**config.mk**
```make
export PLATFORM = sky130hd
export DESIGN_NAME = fetch_unit
export DESIGN_NICKNAME = d
export VERILOG_FILES = /design/src/rtl/fetch_unit.sv
export SDC_FILE = /design/constraint.sdc
export NUM_CORES = 1
export LEC_CHECK = 0
export CELL_PAD_IN_SITES_DETAIL_PLACEMENT = 1
export CELL_PAD_IN_SITES_GLOBAL_PLACEMENT = 2
export CORE_MARGIN = 5
export CORE_UTILIZATION = 42
export CTS_CLUSTER_DIAMETER = 150
export DETAILED_ROUTE_END_ITERATION = 16
export DONT_BUFFER_PORTS = 1
export PLACE_DENSITY = 0.83
export SYNTH_ARGS = -nofsm -noshare
export SYNTH_HDL_FRONTEND = slang
export SYNTH_SLANG_ARGS = --single-unit
```
**constraint.sdc**
```tcl
create_clock -name clk -period 3.65 [get_ports clk]
set_input_delay 0.73 -clock clk [delete_from_list [all_inputs] [get_ports clk]]
set_output_delay 0.73 -clock clk [all_outputs]
set_load 0.02 [all_outputs]
```
**src/rtl/fetch_unit.sv**
```systemverilog
// fetch_unit: in-order instruction prefetch into a credit-limited queue.
// A redirect flushes the queue and silently drops responses still in flight.
module fetch_unit #(
    parameter int ADDR_W = 32,
    parameter int DEPTH = 4,
    parameter logic [ADDR_W-1:0] RESET_PC = '0
) (
    input  logic              clk,
    input  logic              rst,
    output logic              mem_req_valid,
    input  logic              mem_req_ready,
    output logic [ADDR_W-1:0] mem_req_addr,
    input  logic              mem_rsp_valid,
    input  logic [31:0]       mem_rsp_data,
    output logic [31:0]       instruction,
    output logic              instr_valid,
    output logic [ADDR_W-1:0] instr_pc,
    input  logic              pc_inc,
    input  logic              redirect,
    input  logic [ADDR_W-1:0] redirect_pc
);
    localparam int PW = $clog2(DEPTH);
    localparam int CW = PW + 1;
    localparam logic [CW+1:0] CAP = DEPTH[CW+1:0];

    logic [31:0]       word_q [DEPTH];
    logic [ADDR_W-1:0] pc_q [DEPTH];
    logic [PW-1:0]     head, tail;
    logic [CW-1:0]     count, outstanding, drop;
    logic [CW+1:0]     credits;
    logic [ADDR_W-1:0] fetch_pc, rsp_pc, last_pc;
    logic              empty, req_hs, push, pop, drop_rsp;

    // Every queued, in-flight or to-be-dropped word holds one credit
    assign credits       = {2'b00, count} + {2'b00, outstanding} + {2'b00, drop};
    assign mem_req_valid = !rst && !redirect && credits < CAP;
    assign mem_req_addr  = fetch_pc;
    assign req_hs        = mem_req_valid && mem_req_ready;
    assign empty         = count == '0;
    assign drop_rsp      = mem_rsp_valid && drop != '0;
    assign push          = mem_rsp_valid && drop == '0 && !redirect;
    assign pop           = pc_inc && !empty && !redirect;
    assign instr_valid   = !empty;
    assign instruction   = empty ? 32'h0 : word_q[head];
    assign instr_pc      = empty ? last_pc : pc_q[head];

    always_ff @(posedge clk or posedge rst) begin
        if (rst) begin
            fetch_pc    <= RESET_PC;
            rsp_pc      <= RESET_PC;
            head        <= '0;
            tail        <= '0;
            count       <= '0;
            outstanding <= '0;
            drop        <= '0;
        end else if (redirect) begin
            fetch_pc    <= redirect_pc;
            rsp_pc      <= redirect_pc;
            head        <= '0;
            tail        <= '0;
            count       <= '0;
            outstanding <= '0;
            // A response landing this cycle retires one credit whichever counter owns it
            drop        <= drop + outstanding - CW'(mem_rsp_valid);
        end else begin
            if (req_hs)
                fetch_pc <= fetch_pc + ADDR_W'(4);
            if (push) begin
                rsp_pc <= rsp_pc + ADDR_W'(4);
                tail   <= tail + PW'(1);
            end
            if (pop)
                head <= head + PW'(1);
            count       <= count + CW'(push) - CW'(pop);
            outstanding <= outstanding + CW'(req_hs) - CW'(push);
            drop        <= drop - CW'(drop_rsp);
        end
    end

    always_ff @(posedge clk or posedge rst) begin
        if (rst)
            last_pc <= '0;
        else if (!empty)
            last_pc <= pc_q[head];
    end

    always_ff @(posedge clk) begin
        if (push) begin
            word_q[tail] <= mem_rsp_data;
            pc_q[tail]   <= rsp_pc;
        end
    end
endmodule

```
Word-level counts from Yosys, hierarchy flattened
Memory sizes are Yosys's and may differ from the RTL's. Cells that the tools add are included.

$add $sub $neg: 13. $lt $le $gt $ge: 1. Mux-type cells: 15. Reductions and logical operators: 17.

Operator list (count): $mux W32 (6); $add A32 B3 Y32 const B (2); $sub A3 B1 Y3 (4); $mux W3 (3); $logic_and A1 B1 Y1 (8); $mux W2 (4); $add A3 B1 Y3 (2); $logic_not A3 Y1 (2); $reduce_bool A2 Y1 (3); $add A4 B3 Y5 (1); $lt A5 B3 Y1 const B (1); $add A2 B1 Y2 const B (2); $add A3 B3 Y4 (1); $add A3 B3 Y3 (1); $logic_not A1 Y1 (3); $reduce_bool A3 Y1 (1); $mux W1 (2).

Flip-flop bits (word level): 109. RAM bits: 256. Input bits: 70. Output and inout port bits: 98. Word-level logic and storage cells: 56. Memories kept: 2.

Memories: pc_q (depth 4, width 32, read ports 1, clocked after memory_dff 0, wr ports 1, line 27) `logic [ADDR_W-1:0] pc_q [DEPTH];`; word_q (depth 4, width 32, read ports 1, clocked after memory_dff 0, wr ports 1, line 26) `logic [31:0] word_q [DEPTH];`.

Logic depth before layout (Yosys ltp)
Depth in word-level cells: 8. Gate-level depth with buffers: 16. Depth with buffers taken out: 15.

Worst setup path before layout
Ideal clock, no wire load.

Path type: register to register. Start point: reg outstanding[1]. End point: reg outstanding[2]. Library setup time: 0.131 ns. Arrival time: 3.477 ns. Required time: 3.519 ns. Slack: 0.042 ns. Cell stages (with the launch flop): 17. Path buffers: 1. Clock period less this slack: 3.608 ns. Path through: dfrtp_1 inv_1 fa_1 nor2_1 fa_1 a2111oi_2 o21ai_2 buf_2 nor2_1 inv_1 ha_1 inv_1 ha_1 inv_1 fa_1 xnor2_1 nor2_1.

Word-level cells in the longest chain between the ends: 8.

RTL lines: from (decl) (line 29) `logic [CW-1:0] count, outstanding, drop;`; from (signal assigned) (line 75) `outstanding <= outstanding + CW'(req_hs) - CW'(push);`; $add A3 B3 Y4 (line 35) `assign credits = {2'b00, count} + {2'b00, outstanding} + {2'b00, drop};`; $add A4 B3 Y5 (line 35); $lt A5 B3 Y1 (line 36) `assign mem_req_valid = !rst && !redirect && credits < CAP;`; $logic_and A1 B1 Y1 (line 36); $logic_and A1 B1 Y1 (line 38) `assign req_hs = mem_req_valid && mem_req_ready;`; $add A3 B1 Y3 (*) (line 75); $sub A3 B1 Y3 (*) (line 75); $mux W3 (*) (line 56) `end else if (redirect) begin`.

Every way passes the cells marked *; elsewhere a longest branch is shown, timed or not. A chain may end at the register's enable or synchronous reset.

Worst setup path after layout
Start point: reg outstanding[1]. End point: out mem_req_valid.

Word-level cells in the longest chain between the ends: 4.

RTL lines: $add A3 B3 Y4 (line 35); $add A4 B3 Y5 (line 35); $lt A5 B3 Y1 (line 36); $logic_and A1 B1 Y1 (line 36); to (decl) (line 10) `output logic mem_req_valid,`.

Every way passes these cells.

==> flow_summary.toml <==
[run_status]
status = "completed"

[drt]
drc = 0
via_per_inst = 5.57
wirelength_um = 33600
via_count = 7947
drt_iter0_markers = 230
firstDrtPassIters = 4
wl_per_cell_um = 23.6
antenna_left = 0

[clock_network]
cts.sinks = 365
insertion_delay_ps = 530
cts_tree = "done"
htree_levels = 2
cts_buffer_depth = 3
cts_buffers = 40
ctsHoldBuffers = 0
cts_root_buffer = "clkbuf_16"
clk_pin_slew_ps = 60

[logic_synthesis]
async_flop_share_pct = 29.9
synth.distinct_cells = 46
yosysWarnings = 0
synth_common_cells = "edfxtp_1 (256), dfrtp_1 (109), mux2_2 (64), mux4_2 (64), and2_1 (40)"
ys_seq_area_share_pct = 68.2
netlist_area_um2 = 15300
synth_nets = 995
netlist_instances = 902
synth_edf_count = 256
synth_top_area_share_pct = 50.4
syn_avg_cell_area_um2 = 16.9
yosysTopAreaCell = "edfxtp_1"
synth-seq-cells = 365
yosysMostFrequentCell = "edfxtp_1"
yosys-top-cells-area = "edfxtp_1 (50%), dfrtp_1 (18%), mux4_2 (9.4%), mux2_2 (4.7%), xnor2_1 (1.7%)"
ys.flop_type = "edfxtp_1"

[sta]
drv_slew = 0
slew_headroom_pct = 37.3
min_period_ps = 3560
finalCritPeriodShare_pct = 97.5
hold_viol_final = 0
clock.fmax_ghz = 0.281
fin_setup_tns_ps = 0
worst_slew_pin_slew_ps = 933
final.setup_skew_ps = 12.8
finalSetupViolCount = 0
rsz0062_at_grt = "yes"

[run]
cap_violations = 0

[die]
rows = 69
io_pins = 168
die-area_um2 = 40300
die_h_um = 201
start_util_pct = 42.7
die_w_um = 201
core_um2 = 35700

[finish]
syn2layout_area_growth_pct = 13.4
nets = 1025
stdcell_area_um2 = 17300
drive_gt1_share_pct = 25.5
num-fill-cells = 3392

[critical_path]
setup.worst_path.end_class = "primary output"
rrSetupSlack_ps = 150
worstSetupStartpointType = "flop"
critPathKind = "reg -> out"
arrival_ps = 2830
cp.required_ps = 2920
cp_max_fo = 23

[power_and_ir_drop]
powerDensity_nw_per_um2 = 700
finalPower_mw = 12.1
leakage_nw = 5.93
vdd_drop_max_v = 0.000356

[placed_design]
port_buffers = 0
dp_hpwl_um = 21800
place_congestion = 0.768
placed_area_um2 = 15900

[global_routing]
grt_pass1_vias = 8795
grt_max_degree = 66
grt_overflow = 0
grt_antenna_before_repair = 0
grt_first_pass_wirelength_um = 53000
grt_util_all_layers_pct = 16.7

[hold_path]
hold_path.class = "in -> async"
-- state kept, by name (all words and copies together), names as in the netlist --
signal and flops:
outstanding 3, head 2, drop 3, rsp_pc 32, pc_q 128, last_pc 32, mem_req_addr 32, count 3
word_q 128, tail 2
-- placed cells by master (no fill, tap or decap), types with 12 or more instances in the layout --
cell type  count
edfxtp_1     256
buf_4         23
clkbuf_1      12
xor2_1        28
ha_1          17
nand3_1       17
a21oi_1       13
dfrtp_1      107
nand4_1       14
nand2_1       20
inv_1         28
nor3_1        17
nor4_1        16
xnor2_1       30
mux2_2        64
nor2_1        28
clkbuf_16     41
and2_1        40
mux4_2        64
-- through the flow --
| stage | setup WS (ps) | util, % | cells | hold WS, ps |
|---|---|---|---|---|
| 5_1_grt | -28.2 | 48.4 | 1425 | 224 |
| 3_3_place_gp | 235 | 44.5 | 1344 | 489 |
| 2_1_floorplan | 41.9 | - | 902 | 476 |
| 4_1_cts | 14.8 | 48.4 | 1425 | 228 |
| 3_5_place_dp | 80.1 | 44.5 | 1344 | 501 |
| 6_report | 91.5 | 48.5 | 1426 | 228 |
-- repair_timing --
item	in CTS	in global routing
pin swaps	3	0
resized for setup	7	10
buffers inserted	7	0
setup endpoints to repair	1	3
-- report_power, final --
| part | total (mW) | switching [mW] | internal [mW] |
|---|---|---|---|
| sequential | 5.20 | 0.355 | 4.84 |
| clock | 3.94 | 1.61 | 2.33 |
| combinational | 2.98 | 1.81 | 1.18 |
| total | 12.1 | 3.77 | 8.34 |
-- layer usage --
layer	global-route usage [%]	vias up	share of wire, %
met2	27.0	192	47
met3	6.01	41	7.7
met4	3.69	0	1.6
li1	-	3522	-
met1	22.0	4192	44
met5	0	-	0
-- worst max-delay path, cell delays in order (launching register included) --
cell       delay [ps]
dfrtp_1           370
inv_2              60
fa_2              600
nor2_2             50
fa_2              370
a2111oi_4         370
o21ai_2           140
buf_12            180
nor2_4            150
-- kinds of logic after synthesis --
| kind of cell | after synthesis | synth area share [%] |
|---|---|---|
| and+or+nand+nor | 201 | 7.75 |
| buffers and inverters | 76 | 1.93 |
| AOI/OAI and AO/OA | 43 | 1.90 |
| DFF | 365 | 68.2 |
| adders and majority gates | 23 | 2.18 |
| muxes | 136 | 14.7 |
| xor gates and xnor gates | 58 | 3.33 |
-- layout make-up --
| type | instances | area, µm² | share of cell area, % |
|---|---|---|---|
| flip-flops and latches | 365 | 10400 | 60.2 |
| multi-input cells | 461 | 4610 | 26.6 |
| clock buffers | 54 | 1080 | 6.26 |
| well taps | 461 | 577 | 3.33 |
| repair buffers | 28 | 273 | 1.57 |
| clock inverters | 20 | 211 | 1.22 |
| inverters | 36 | 138 | 0.795 |
| diodes | 1 | 2.50 | 0.0144 |
-- path summary, 6_finish.rpt --
path	start	to	depth (start not counted)
setup / recovery	outstanding[1]	mem_req_valid	8
setup reg to reg	outstanding[1]	outstanding[2]	16
min in group clk	redirect	outstanding[2]	1
hold reg to reg	rsp_pc[0]	pc_q[3][0]	0
max in group asynchronous	rst	last_pc[18]	2
hold / removal	rst	mem_req_addr[26]	1
No activity file was read; power rests on OpenSTA's default activity.
